### src/rtl/door_sensor_pkg.sv
// Shared types and default parameter values for the door sensor conditioner.
package door_sensor_pkg;

  typedef enum logic [1:0] {
    IDLE     = 2'd0,
    PULSE    = 2'd1,
    HOLDOFF  = 2'd2,
    WAIT_LOW = 2'd3
  } motion_state_e;

  localparam int unsigned DEB_CYCLES_DEF     = 4;
  localparam int unsigned HOLDOFF_CYCLES_DEF = 16;
  localparam int unsigned STUCK_CYCLES_DEF   = 1024;

endpackage

### src/rtl/sensor_debounce.sv
// Two-flop synchroniser followed by a consecutive-sample debounce counter.
// The accepted level toggles once DEB_CYCLES samples in a row disagree with it.
module sensor_debounce
  import door_sensor_pkg::*;
#(
  parameter int unsigned DEB_CYCLES = DEB_CYCLES_DEF
) (
  input  logic clk,
  input  logic rst,
  input  logic raw_in,
  output logic level_out
);

  localparam int unsigned CW = $clog2(DEB_CYCLES + 1);

  logic          sync1_q, sync1_d;
  logic          sync2_q, sync2_d;
  logic          stable_q, stable_d;
  logic [CW-1:0] cnt_q, cnt_d;

  always_comb begin
    sync1_d  = raw_in;
    sync2_d  = sync1_q;
    stable_d = stable_q;
    cnt_d    = '0;
    if (sync2_q != stable_q) begin
      // The sample being counted now is the DEB_CYCLES-th mismatch.
      if (cnt_q >= CW'(DEB_CYCLES - 1)) begin
        stable_d = ~stable_q;
        cnt_d    = '0;
      end else begin
        cnt_d = cnt_q + CW'(1);
      end
    end
  end

  always_ff @(posedge clk or posedge rst) begin
    if (rst) begin
      sync1_q  <= 1'b0;
      sync2_q  <= 1'b0;
      stable_q <= 1'b0;
      cnt_q    <= '0;
    end else begin
      sync1_q  <= sync1_d;
      sync2_q  <= sync2_d;
      stable_q <= stable_d;
      cnt_q    <= cnt_d;
    end
  end

  assign level_out = stable_q;

endmodule

### src/rtl/door_sensor_conditioner.sv
// Conditions raw motion/obstacle sensors for door_controller: debounced levels,
// a held-off motion request pulse, and an optional sticky obstacle-stuck flag
// enabled by defining SENSOR_STUCK_DET_EN.
module door_sensor_conditioner
  import door_sensor_pkg::*;
#(
  parameter int unsigned DEB_CYCLES     = DEB_CYCLES_DEF,
  parameter int unsigned HOLDOFF_CYCLES = HOLDOFF_CYCLES_DEF,
  parameter int unsigned STUCK_CYCLES   = STUCK_CYCLES_DEF
) (
  input  logic clk,
  input  logic rst,
  input  logic motion_raw,
  input  logic obstacle_raw,
  output logic motion_level,
  output logic motion_pulse,
  output logic obstacle_level,
  output logic sensor_fault
);

  localparam int unsigned HW = $clog2(HOLDOFF_CYCLES + 1);

  sensor_debounce #(.DEB_CYCLES(DEB_CYCLES)) u_motion_deb (
    .clk       (clk),
    .rst       (rst),
    .raw_in    (motion_raw),
    .level_out (motion_level)
  );

  sensor_debounce #(.DEB_CYCLES(DEB_CYCLES)) u_obstacle_deb (
    .clk       (clk),
    .rst       (rst),
    .raw_in    (obstacle_raw),
    .level_out (obstacle_level)
  );

  motion_state_e state_q, state_d;
  logic [HW-1:0] hold_cnt_q, hold_cnt_d;
  logic          pulse_q, pulse_d;

  always_comb begin
    state_d    = state_q;
    hold_cnt_d = '0;
    case (state_q)
      IDLE:     if (motion_level) state_d = PULSE;
      PULSE:    state_d = HOLDOFF;
      HOLDOFF: begin
        if (hold_cnt_q >= HW'(HOLDOFF_CYCLES - 1)) begin
          state_d = motion_level ? WAIT_LOW : IDLE;
        end else begin
          hold_cnt_d = hold_cnt_q + HW'(1);
        end
      end
      WAIT_LOW: if (!motion_level) state_d = IDLE;
      default:  state_d = IDLE;
    endcase
    // Pulse is registered alongside the state so the output is a clean flop.
    pulse_d = (state_d == PULSE);
  end

  always_ff @(posedge clk or posedge rst) begin
    if (rst) begin
      state_q    <= IDLE;
      hold_cnt_q <= '0;
      pulse_q    <= 1'b0;
    end else begin
      state_q    <= state_d;
      hold_cnt_q <= hold_cnt_d;
      pulse_q    <= pulse_d;
    end
  end

  assign motion_pulse = pulse_q;

`ifdef SENSOR_STUCK_DET_EN
  localparam int unsigned SW = $clog2(STUCK_CYCLES + 1);

  logic [SW-1:0] stuck_cnt_q, stuck_cnt_d;
  logic          fault_q, fault_d;

  always_comb begin
    stuck_cnt_d = '0;
    fault_d     = fault_q;
    if (obstacle_level) begin
      if (stuck_cnt_q < SW'(STUCK_CYCLES)) begin
        stuck_cnt_d = stuck_cnt_q + SW'(1);
      end else begin
        stuck_cnt_d = stuck_cnt_q;
      end
      if (stuck_cnt_d == SW'(STUCK_CYCLES)) fault_d = 1'b1;
    end
  end

  always_ff @(posedge clk or posedge rst) begin
    if (rst) begin
      stuck_cnt_q <= '0;
      fault_q     <= 1'b0;
    end else begin
      stuck_cnt_q <= stuck_cnt_d;
      fault_q     <= fault_d;
    end
  end

  assign sensor_fault = fault_q;
`else
  assign sensor_fault = 1'b0 && (STUCK_CYCLES != 0);
`endif

endmodule

### config.mk
export PLATFORM = sky130hd
export DESIGN_NAME = door_sensor_conditioner
export DESIGN_NICKNAME = d
export VERILOG_FILES = /design/src/rtl/door_sensor_pkg.sv /design/src/rtl/sensor_debounce.sv /design/src/rtl/door_sensor_conditioner.sv
export SDC_FILE = /design/constraint.sdc
export NUM_CORES = 1
export LEC_CHECK = 0
export ABC_AREA = 1
export BUFFER_PORTS_ARGS = -buffer_cell sky130_fd_sc_hd__buf_2
export CAP_MARGIN = 10
export CELL_PAD_IN_SITES_DETAIL_PLACEMENT = 0
export CELL_PAD_IN_SITES_GLOBAL_PLACEMENT = 2
export CORE_ASPECT_RATIO = 1.1
export CORE_MARGIN = 3
export CORE_UTILIZATION = 38
export CTS_BUF_LIST = sky130_fd_sc_hd__clkbuf_4 sky130_fd_sc_hd__clkbuf_8
export DETAILED_ROUTE_END_ITERATION = 8
export MAX_ROUTING_LAYER = met4
export PLACE_DENSITY_LB_ADDON = 0.1
export SLEW_MARGIN = 20
export SYNTH_ARGS = -nofsm -noshare
export SYNTH_HDL_FRONTEND = slang
export SYNTH_SLANG_ARGS = --single-unit
### constraint.sdc
create_clock -name clk -period 1.45 [get_ports clk]
set_input_delay 0.29 -clock clk [delete_from_list [all_inputs] [get_ports clk]]
set_output_delay 0.29 -clock clk [all_outputs]
set_load 0.01 [all_outputs]
==> summary.md <==
| Metric | Value |
|---|---|
| Rows | `17` |
| Core Area | `2040 µm²` |
| Clk_lat worst skew | `0.29 ns` |
| Crit-path max cell delay | `0.40 ns` |
| Initial Util | `0.408` |
| Post-Syn Area | `833 µm²` |
| Maxcap violations | `0` |
| Drt drc | `0` |
| Worst path cell trace | `ha_2 -> nand2_1 -> nor2_1 -> ha_2 -> inv_2 -> nand2_2 -> nor2_4 -> nand2_2 -> nor2_1` |
| Tot GR Track Use | `0.107` |
| Routability cong. | `0.716` |
| Vias per cell | `4.21` |
| Post-Syn Area per Cell | `10.0 µm²` |
| Commonest non-fill, non-tap cell in the layout | `dfrtp_1` |
| Drt total wl | `1.16 mm` |
| Cell variety after synth | `17` |
| Dpl cell area | `906 µm²` |
| Syn_nets | `93` |
| DRT met1 WL | `532 µm` |
| DIE WIDTH | `50.7 µm` |
| Io pins | `8` |
| Port Buf Inserts | `6` |
| Clock Root Buffer | `clkbuf_4` |
| Clock buffer count from CTS | `3` |
| Crit path capture type | `flop` |
| Synthesized flop and latch total | `20` |
| Initial drt markers | `5` |
| Initial antenna violation count | `0` |
| CP bufs+invs | `1` |
| Post-route cell area | `971 µm²` |
| Leak | `0.499 nW` |
| Met3 WL | `23 µm` |
| Synth area leaders | `dfrtp_1 (60%), ha_1 (9.0%), nand2_1 (6.8%)` |
| Highest Clock Rate | `740 MHz` |
| Clk_skew | `0.00726 ns` |
| CTS clock-pin slew for the worst setup and hold paths | `0.11 ns` |
| DR WL met2 | `588 µm` |
| Fin cells | `124` |
| Post-Place Cells | `118` |
| Post-Syn Instances | `83` |
| HPWL after DPL | `838 µm` |
| # H-tree levels | `1` |
| Diodes inserted | `0` |
| Area grow syn2layout | `16.5%` |
| CTS Sinks | `20` |
| Setup ws final | `0.0978 ns` |
| CP delay by family, top | `simple AND/OR/NAND/NOR gates` |
| Maximum VDD drop | `881 µV` |
| Startpoint Class | `flop` |
| PD cells | `1720 nW/µm²` |
| Wirelength per Cell | `9.35 µm` |
| Wire length of the first global-routing pass | `2.07 mm` |
| Largest net degree at the start of global routing | `21` |
| Total die area | `2790 µm²` |
| Routed vias | `522` |
| Pre-antenna DRT Iters | `4` |
| CTS tree | `built` |
| Flop2flop setup slack | `0.1 ns` |
| Crit-path max FO | `6` |
| Vias in the first global route | `518` |
| Setup violators final | `0` |
| Final nets | `108` |
| Final-report hold violation count | `0` |
| Crit share post-route | `0.933` |
| DR top layer | `met4` |
| Top cell type by total area after synthesis | `dfrtp_1` |
| Seq/Total Area, Yosys | `0.601` |
| Data arrival, critical path | `1.59 ns` |
| Dpl ws | `0.0709 ns` |
| Worst Path Class, Setup | `reg -> reg` |
| Post-route ant nets | `0` |
| Max-slew violation count | `0` |
| Top cell type's share of synthesized area | `0.601` |
| Status | `finished, final reports clean` |
| Most frequent cells in the layout | `dfrtp_1 (20), nand2_1 (14), inv_1 (12)` |
| Ys Warns | `0` |
| GRT overflow | `0` |
| Die Ht | `55.1 µm` |
| Crit-path slowest cell | `dfrtp_1` |
| Hold WC Path Type | `in -> reg` |
| CTS max path bufs | `2` |
| Layout cells sized above 1 | `0.229` |
| Critical Path RT | `1.68 ns` |
| Tmin final | `1.35 ns` |
power by group:
| part | switching (mW) | total [mW] | internal [mW] | leakage [nW] |
|---|---|---|---|---|
| clock | 0.157 | 0.253 | 0.0965 | 0.0138 |
| combinational | 0.328 | 0.593 | 0.266 | 0.230 |
| sequential | 0.110 | 0.828 | 0.718 | 0.254 |
| total | 0.595 | 1.67 | 1.08 | 0.499 |
worst register-to-register path: cells and delay by family (launching register included):
kind	cells	cell delay (ns)
AND/OR/NAND/NOR	6	0.49
adder cells (fa/ha/maj)	2	0.36
flip-flops	1	0.40
buffers and inverters	1	0.04
synthesized netlist by cell type, drive strengths merged:
cell type and number:
conb 1, xnor2 2, o21ai 1, o21a 1
nor2 12, nand4 1, nand3 4, dfrtp 20
xor2 1, inv 13, ha 6, nor3 3
buf 1, nand2 16, a21oi 1
per-stage QoR:
step | hold WS, ns | power, mW | util | setup TNS [ns]
after floorplan | 0.254 | 1.24 | - | 0
final | 0.0924 | 1.67 | 0.475 | 0
after global routing | 0.0811 | 1.84 | 0.475 | -0.0104
after CTS | 0.0834 | 1.66 | 0.460 | 0
after detailed placement | 0.327 | 1.40 | 0.444 | 0
after global placement | 0.327 | 1.40 | 0.444 | 0
metal layers:
layer | global-route usage | up-vias
met1 | 0.114 | 236
met3 | 0.0241 | 2
met2 | 0.183 | 5
met5 | - | -
met4 | 0.0673 | 0
li1 | - | 279
cells by family after synthesis:
group	count (synthesis)	share of synthesized area
AO/OA/AOI/OAI	3	0.0210
XOR/XNOR	3	0.0315
adder cells (fa/ha/maj)	6	0.0901
buffers and inverters	14	0.0676
flip-flops	20	0.601
other	1	0.00450
AND/OR/NAND/NOR	36	0.185
what timing repair did:
action	4_1_cts	5_1_grt
endpoints found under the hold margin	3	0
setup endpoints to repair	0	6
resized for setup	0	7
setup buffers	0	2
hold buffers	1	0
final cells by class:
type                       instances  area [µm²]
inverter                          13        48.8
timing repair buffer              11        70.1
clock buffer                       3        22.5
tap                               28        35.0
fill                             208        1070
sequential                        20         500
multi-input combinational         49         294
flip-flops by register name, indices dropped and copies added (netlist names):
signal                    flops
motion_pulse                  1
hold_cnt_q                    5
u_obstacle_deb.sync2_q        1
u_obstacle_deb.sync1_q        1
u_motion_deb.sync1_q          1
u_obstacle_deb.level_out      1
u_motion_deb.level_out        1
u_obstacle_deb.cnt_q          3
u_motion_deb.sync2_q          1
u_motion_deb.cnt_q            3
state_q                       2
final timing paths:
check / startpoint / to / cells past startpoint
max: hold_cnt_q[1] / hold_cnt_q[3] / 9
min: obstacle_raw / u_obstacle_deb.sync1_q / 1
max reg2reg: hold_cnt_q[1] / hold_cnt_q[3] / 9
min reg2reg: u_obstacle_deb.sync1_q / u_obstacle_deb.sync2_q / 0
max in group asynchronous: rst / u_motion_deb.sync2_q / 4
min in group asynchronous: rst / hold_cnt_q[4] / 4
No activity file was read; power rests on OpenSTA's default activity.
